$ cat src/rtl/pwm_advanced_multiphase_bridge.sv
// N-phase half-bridge gate generator: double-buffered edge ticks, per-leg
// dead-time state machines and a latched fault that forces every gate low.
module pwm_advanced_multiphase_bridge #(
    parameter int bitwidth          = 8,
    parameter int phase_count       = 3,
    parameter int deadtime_bitwidth = 6
) (
    input  logic                            clock,
    input  logic                            reset,
    input  logic [bitwidth-1:0]             counter_value,
    input  logic                            load_enable,
    input  logic [phase_count*bitwidth-1:0] tick_number_rising_edge,
    input  logic [phase_count*bitwidth-1:0] tick_number_falling_edge,
    input  logic [deadtime_bitwidth-1:0]    deadtime_ticks,
    input  logic [phase_count-1:0]          disable_output,
    input  logic                            fault,
    input  logic                            fault_clear,
    output logic [phase_count-1:0]          highside_output,
    output logic [phase_count-1:0]          lowside_output,
    output logic                            fault_latched,
    output logic                            load_pending
);

    localparam int TICK_W = phase_count * bitwidth;

    typedef enum logic [2:0] {
        LEG_OFF,
        LEG_HIGH,
        LEG_DT_TO_LOW,
        LEG_LOW,
        LEG_DT_TO_HIGH
    } leg_state_e;

    logic [TICK_W-1:0]            shadow_rise_q, shadow_rise_d;
    logic [TICK_W-1:0]            shadow_fall_q, shadow_fall_d;
    logic [TICK_W-1:0]            active_rise_q, active_rise_d;
    logic [TICK_W-1:0]            active_fall_q, active_fall_d;
    logic                         load_pending_q, load_pending_d;
    logic                         fault_latched_q, fault_latched_d;
    logic                         counter_zero;
    logic [deadtime_bitwidth-1:0] dt_load;

    assign counter_zero = (counter_value == '0);
    assign dt_load      = (deadtime_ticks == '0) ? deadtime_bitwidth'(1) : deadtime_ticks;

    // NOTE: every signal written here gets its hold value first, so no path
    // through the block leaves it unassigned and no latch is inferred.
    always_comb begin
        shadow_rise_d  = shadow_rise_q;
        shadow_fall_d  = shadow_fall_q;
        active_rise_d  = active_rise_q;
        active_fall_d  = active_fall_q;
        load_pending_d = load_pending_q;
        if (load_enable) begin
            shadow_rise_d = tick_number_rising_edge;
            shadow_fall_d = tick_number_falling_edge;
            if (counter_zero) begin
                active_rise_d  = tick_number_rising_edge;
                active_fall_d  = tick_number_falling_edge;
                load_pending_d = 1'b0;
            end else begin
                load_pending_d = 1'b1;
            end
        end else if (counter_zero && load_pending_q) begin
            active_rise_d  = shadow_rise_q;
            active_fall_d  = shadow_fall_q;
            load_pending_d = 1'b0;
        end
    end

    // A simultaneous clear cannot release the latch while the fault persists.
    always_comb begin
        fault_latched_d = fault_latched_q;
        if (fault) begin
            fault_latched_d = 1'b1;
        end else if (fault_clear) begin
            fault_latched_d = 1'b0;
        end
    end

    // NOTE: state registers use non-blocking assignments so every flop samples
    // the pre-edge value of its inputs regardless of statement order.
    always_ff @(posedge clock) begin
        if (reset) begin
            shadow_rise_q   <= '0;
            shadow_fall_q   <= '0;
            active_rise_q   <= '0;
            active_fall_q   <= '0;
            load_pending_q  <= 1'b0;
            fault_latched_q <= 1'b0;
        end else begin
            shadow_rise_q   <= shadow_rise_d;
            shadow_fall_q   <= shadow_fall_d;
            active_rise_q   <= active_rise_d;
            active_fall_q   <= active_fall_d;
            load_pending_q  <= load_pending_d;
            fault_latched_q <= fault_latched_d;
        end
    end

    assign fault_latched = fault_latched_q;
    assign load_pending  = load_pending_q;

    for (genvar i = 0; i < phase_count; i++) begin : g_leg
        leg_state_e                   state_q, state_d;
        logic [deadtime_bitwidth-1:0] dt_q, dt_d;
        logic                         ref_q, ref_d;
        logic                         kill;
        logic [bitwidth-1:0]          rise_tick;
        logic [bitwidth-1:0]          fall_tick;

        // Compare against the next active set so a match at counter zero
        // already sees the values being adopted in that cycle.
        assign rise_tick = active_rise_d[i*bitwidth +: bitwidth];
        assign fall_tick = active_fall_d[i*bitwidth +: bitwidth];
        assign kill      = disable_output[i] | fault | fault_latched_q;

        always_comb begin
            ref_d = ref_q;
            if (counter_value == fall_tick) begin
                ref_d = 1'b0;
            end else if (counter_value == rise_tick) begin
                ref_d = 1'b1;
            end
        end

        always_comb begin
            state_d = state_q;
            dt_d    = dt_q;
            if (kill) begin
                state_d = LEG_OFF;
                dt_d    = '0;
            end else begin
                case (state_q)
                    LEG_OFF: begin
                        state_d = ref_q ? LEG_DT_TO_HIGH : LEG_DT_TO_LOW;
                        dt_d    = dt_load;
                    end
                    LEG_HIGH: begin
                        if (!ref_q) begin
                            state_d = LEG_DT_TO_LOW;
                            dt_d    = dt_load;
                        end
                    end
                    LEG_LOW: begin
                        if (ref_q) begin
                            state_d = LEG_DT_TO_HIGH;
                            dt_d    = dt_load;
                        end
                    end
                    // Reversing mid dead-time is safe: the opposite gate never turned on.
                    LEG_DT_TO_LOW: begin
                        if (ref_q) begin
                            state_d = LEG_HIGH;
                        end else if (dt_q <= deadtime_bitwidth'(1)) begin
                            state_d = LEG_LOW;
                        end else begin
                            dt_d = dt_q - deadtime_bitwidth'(1);
                        end
                    end
                    LEG_DT_TO_HIGH: begin
                        if (!ref_q) begin
                            state_d = LEG_LOW;
                        end else if (dt_q <= deadtime_bitwidth'(1)) begin
                            state_d = LEG_HIGH;
                        end else begin
                            dt_d = dt_q - deadtime_bitwidth'(1);
                        end
                    end
                    default: begin
                        state_d = LEG_OFF;
                        dt_d    = '0;
                    end
                endcase
            end
        end

        always_ff @(posedge clock) begin
            if (reset) begin
                state_q <= LEG_OFF;
                dt_q    <= '0;
                ref_q   <= 1'b0;
            end else begin
                state_q <= state_d;
                dt_q    <= dt_d;
                ref_q   <= ref_d;
            end
        end

        assign highside_output[i] = (state_q == LEG_HIGH);
        assign lowside_output[i]  = (state_q == LEG_LOW);
    end

endmodule

$ cat config.mk
export PLATFORM = sky130hd
export DESIGN_NAME = pwm_advanced_multiphase_bridge
export DESIGN_NICKNAME = d
export VERILOG_FILES = /design/src/rtl/pwm_advanced_multiphase_bridge.sv
export SDC_FILE = /design/constraint.sdc
export NUM_CORES = 1
export LEC_CHECK = 0
export ABC_CLOCK_PERIOD_IN_PS = 8000
export CORE_UTILIZATION = 45
export CTS_BUF_LIST = sky130_fd_sc_hd__clkbuf_2 sky130_fd_sc_hd__clkbuf_4 sky130_fd_sc_hd__clkbuf_8
export DETAILED_ROUTE_END_ITERATION = 8
export HOLD_SLACK_MARGIN = 0.12
export PLACE_DENSITY = 0.66
export SKIP_CTS_REPAIR_TIMING = 1
export SYNTH_ARGS = -nofsm -noshare
export SYNTH_HDL_FRONTEND = slang
export SYNTH_SLANG_ARGS = --single-unit
$ cat constraint.sdc
create_clock -name clock -period 8 [get_ports clock]
set_clock_uncertainty 0.15 [all_clocks]
set_input_delay 1.2 -clock clock [delete_from_list [all_inputs] [get_ports clock]]
set_output_delay 1.2 -clock clock [all_outputs]
set_load 0.01 [all_outputs]
; ---- After elaboration in Yosys (flattened, before gate mapping)
; Cells that the tools add are included.
; Widths: inputs -> output; s select.
[word_totals]
regBits = 128
output_inout_bits = 8
elab_cells = 137
[op_classes]
addsub = 3
magnitude_cmp = 3
eq_ne = 36
muxes = 54
bitwise = 6
n_reduce_logical = 20
[op_table]
columns = cell, n
row1 = $mux 24, 6
row2 = $mux 6, 16
row3 = $pmux 6 s5, 3
row4 = $mux 3, 21
row5 = $eq 8x8->1, 6
row6 = $pmux 3 s5, 3
row7 = $reduce_and 4->1, 6
row8 = $eq 3x2->1 const B, 6
row9 = $le 6x1->1 const B, 3
row10 = $ne 2x2->1 const B, 9
row11 = $ne 3x3->1 const B, 6
row12 = $sub 6x1->6 const B, 3
row13 = $reduce_or 2->1, 6
row14 = $eq 3x1->1 const B, 3
row15 = $eq 3x3->1 const B, 3
row16 = $logic_not 3->1, 3
row17 = $logic_not 8->1, 1
row18 = $logic_not 6->1, 1
row19 = $ne 2x1->1 const B, 3
row20 = $or 1x1->1, 6
row21 = $mux 1, 5
row22 = $reduce_bool 2->1, 2
row23 = $logic_and 1x1->1, 1

; ---- Logic depth before layout (Yosys ltp)
[depth]
ltp_word = 6
depth_mapped = 10
depth_no_buf = 8

; ---- Worst setup path after synthesis
; No wires, ideal clock.
[synth_path]
path_kind = input port to flip-flop
from = input port counter_value[5]
to = register g_leg[0].ref_q
setup_ns = 0.080
t_arrival_ns = 3.194
setup_slack_ns = 4.576
path_stages = 9
n_path_buf = 3
cell_sequence = buf_4 > or4_4 > buf_6 > buf_6 > or3_4 > and4_1 > nor4b_2 > a41oi_1 > a211oi_2
[synth_between]
elab_chain_cells = 6
[synth_lines]
columns = item, line_no
row1 = from (decl), 10  ; input logic [bitwidth-1:0] counter_value,
row2 = $logic_not 8->1, 43  ; assign counter_zero = (counter_value == '0);
row3 = $logic_and 1x1->1, 64  ; end else if (counter_zero && load_pending_q) begin
row4 = $mux 24, 64
row5 = $mux 24, 54  ; if (load_enable) begin
row6 = $eq 8x8->1, 120  ; if (counter_value == fall_tick) begin
row7 = $reduce_or 2->1 (no line), --
row8 = to (signal assigned), 186  ; ref_q <= ref_d;
row9 = to (decl), 107  ; logic ref_q, ref_d;
; Parallel ways exist; a longest one is shown, timed or not.
; A chain may end at the register's enable or synchronous reset.

; ---- Final worst setup path
[layout_path]
from = input port counter_value[1]
to = register g_leg[0].ref_q
; The elaborated chain is that of the path after synthesis.

==> flow_summary.json <==
{
  "outcome": "completed",
  "synth_top_family_by_area": "simple AND/OR/NAND/NOR gates",
  "fin_util": 0.532,
  "dpl_cell_area_sq_um": 8050,
  "synthFlopType": "dfxtp_1",
  "synth-adder-area-share": 0.0103,
  "setup_slack_ns": 3.42,
  "required_ns": 8.23,
  "area_growth_pct": 15.6,
  "holdWs_ns": 0.324,
  "drtIter0Drc": 515,
  "cts_buffers": 17,
  "dieArea_sq_um": 16700,
  "vias": 6876,
  "first_pass_iters": 5,
  "maxSlewViolCount": 0,
  "worst_slew_pin_slew_ns": 1.22,
  "h-tree-depth": 4,
  "grt_usage": 0.240,
  "grt_pass1_wl_um": 31500,
  "netlist_area_sq_um": 7300,
  "port_buffers": 77,
  "layout_common_cells": "128 x dfxtp_1, 82 x nand2_1, 81 x nand4_1",
  "critPathKind": "primary input to flop",
  "nNetsFinal": 1005,
  "slew-limit-headroom": 0.185,
  "synthDistinctLibCells": 49,
  "cp-end-kind": "flop",
  "die_w_um": 129,
  "post-route-cell-area_sq_um": 8440,
  "syn_nets": 983,
  "synthArstFlopShare": 0,
  "yosys_warnings": 0,
  "synth-compound-area-share": 0.191,
  "cts_tree": "done",
  "ys_ff_latch": 128,
  "hold_violations": 0,
  "clockBufferDepth": 2,
  "floorplan.die.height_um": 129,
  "synth-xor-area-share": 0.0384,
  "ios": 78,
  "place_congestion": 0.839,
  "core_area_sq_um": 15900,
  "seq_area_frac_synth": 0.351,
  "rsz0062_at_grt": "false",
  "finalSetupViolCount": 0,
  "worstSkewPairLatency_ns": 0.47,
  "drive_gt1_frac": 0.0755,
  "critPathMaxFanout": 73,
  "drtAntennaViolNets": 0,
  "root_buffer": "clkbuf_8",
  "initial_core_util": 0.460,
  "period_share": 0.572,
  "viasPerCell": 5.94,
  "synthMuxAreaShare": 0.0315,
  "synth_simple_gate_area_share": 0.318,
  "cp-start-kind": "primary input",
  "cts_num_sinks": 128,
  "synth_cells": 907,
  "dp_hpwl_um": 11800,
  "max_freq_mhz": 218,
  "antenna_found_initial": 0,
  "post-route-min-period_ns": 4.58,
  "syn_area_per_cell_sq_um": 8.05,
  "grt_max_degree": 103,
  "yosys-top-cells-area": "dfxtp_1 35%, nand4_1 6.9%, o21ai_0 4.4%",
  "drc": 0,
  "rows": 46,
  "clk_pin_slew_ns": 0.07,
  "vdd_drop_max_mv": 0.127,
  "finalWirelength_um": 19300,
  "finalSetupTns_ns": 0,
  "wl_per_cell_um": 16.7,
  "powerDensity_nw_per_um2": 168,
  "final_common_cell": "dfxtp_1",
  "grt_pass1_vias": 6238,
  "synth_top_area_cell": "dfxtp_1",
  "hp-class": "flop to flop",
  "cp.arrival_ns": 4.81,
  "yosysTopAreaCellShare": 0.351,
  "num_antenna_cells": 0,
  "p_leak_uw": 0.00297,
  "place_ws_ns": 3.05,
  "gr-total-overflow": 0,
  "maxCapViolCount": 0,
  "synth_edf_count": 0
}
-- per-stage QoR --
| stage | power (uW) | std cells |
|---|---|---|
| 2_1_floorplan | 786 | 907 |
| 3_3_place_gp | 851 | 1126 |
| 3_5_place_dp | 852 | 1126 |
| 4_1_cts | 1420 | 1157 |
| 5_1_grt | 1480 | 1157 |
| 6_report | 1420 | 1157 |
-- power breakdown --
group	internal (uW)	switching, uW
Combinational	73.9	97.1
Sequential	655	12.5
Clock	320	258
Total	1050	368
-- logic make-up after synthesis --
family                   after synthesis
XOR/XNOR                              32
adder cells (fa/ha/maj)                6
buffers and inverters                101
AND/OR/NAND/NOR                      391
AO/OA/AOI/OAI                        226
flip-flops                           128
multiplexers                          23
-- registers in the layout, indices dropped and copies added (netlist names), 3 cells and up --
name	cells
active_fall_q	24
active_rise_q	24
shadow_fall_q	24
g_leg.state_q	9
shadow_rise_q	24
g_leg.dt_q	18
g_leg.ref_q	3
-- cell usage after synthesis, types with 3 or more instances --
cell type,count
dfxtp_1,128
nand2_1,82
nand4_1,81
o21ai_0,64
clkbuf_1,61
nor2_1,57
a21oi_1,52
a31oi_1,51
a41oi_1,28
nand2b_1,28
nor3b_1,28
nor2b_1,27
xnor2_1,27
mux2i_1,23
or3_1,20
inv_1,19
and4_1,11
buf_2,9
nor3_1,9
nor4_1,9
nor4b_2,9
or3_4,9
a211oi_1,6
ha_1,6
o31ai_1,6
buf_1,5
buf_6,5
or4_1,5
xor2_1,5
a211oi_2,3
a21boi_0,3
nor4b_1,3
o21a_1,3
or2_2,3
-- final timing paths --
kind / from / endpoint / slack, ns / depth (start not counted)
worst min register to register: shadow_rise_q[15] / shadow_rise_q[15] / 0.32 / 2
worst min-delay path: shadow_rise_q[15] / shadow_rise_q[15] / 0.32 / 2
worst max register to register: load_pending / g_leg[0].ref_q / 4.87 / 8
worst max-delay path: counter_value[1] / g_leg[0].ref_q / 3.42 / 7
-- metal layers --
metal / global-route usage / part of all wire
met5: 0 / 0
met4: 0.0720 / 0.013
met3: 0.0537 / 0.055
met2: 0.381 / 0.45
met1: 0.325 / 0.48
-- layout make-up --
cell class	count	area [sq um]
tap	216	270
inverter	19	71.3
clock buffer	25	319
multi-input combinational	678	4320
fill	1581	7440
clock inverter	6	80.1
sequential	128	2560
timing repair buffer	85	826
-- worst max-delay path, stage by stage --
cell	delay, ns
clkdlybuf4s50_1	0.67
or4_2	1.30
or3_1	0.59
and4_1	0.21
nor4b_1	0.45
a41oi_1	0.21
a211oi_2	0.16
(Power assumes the default switching activity.)
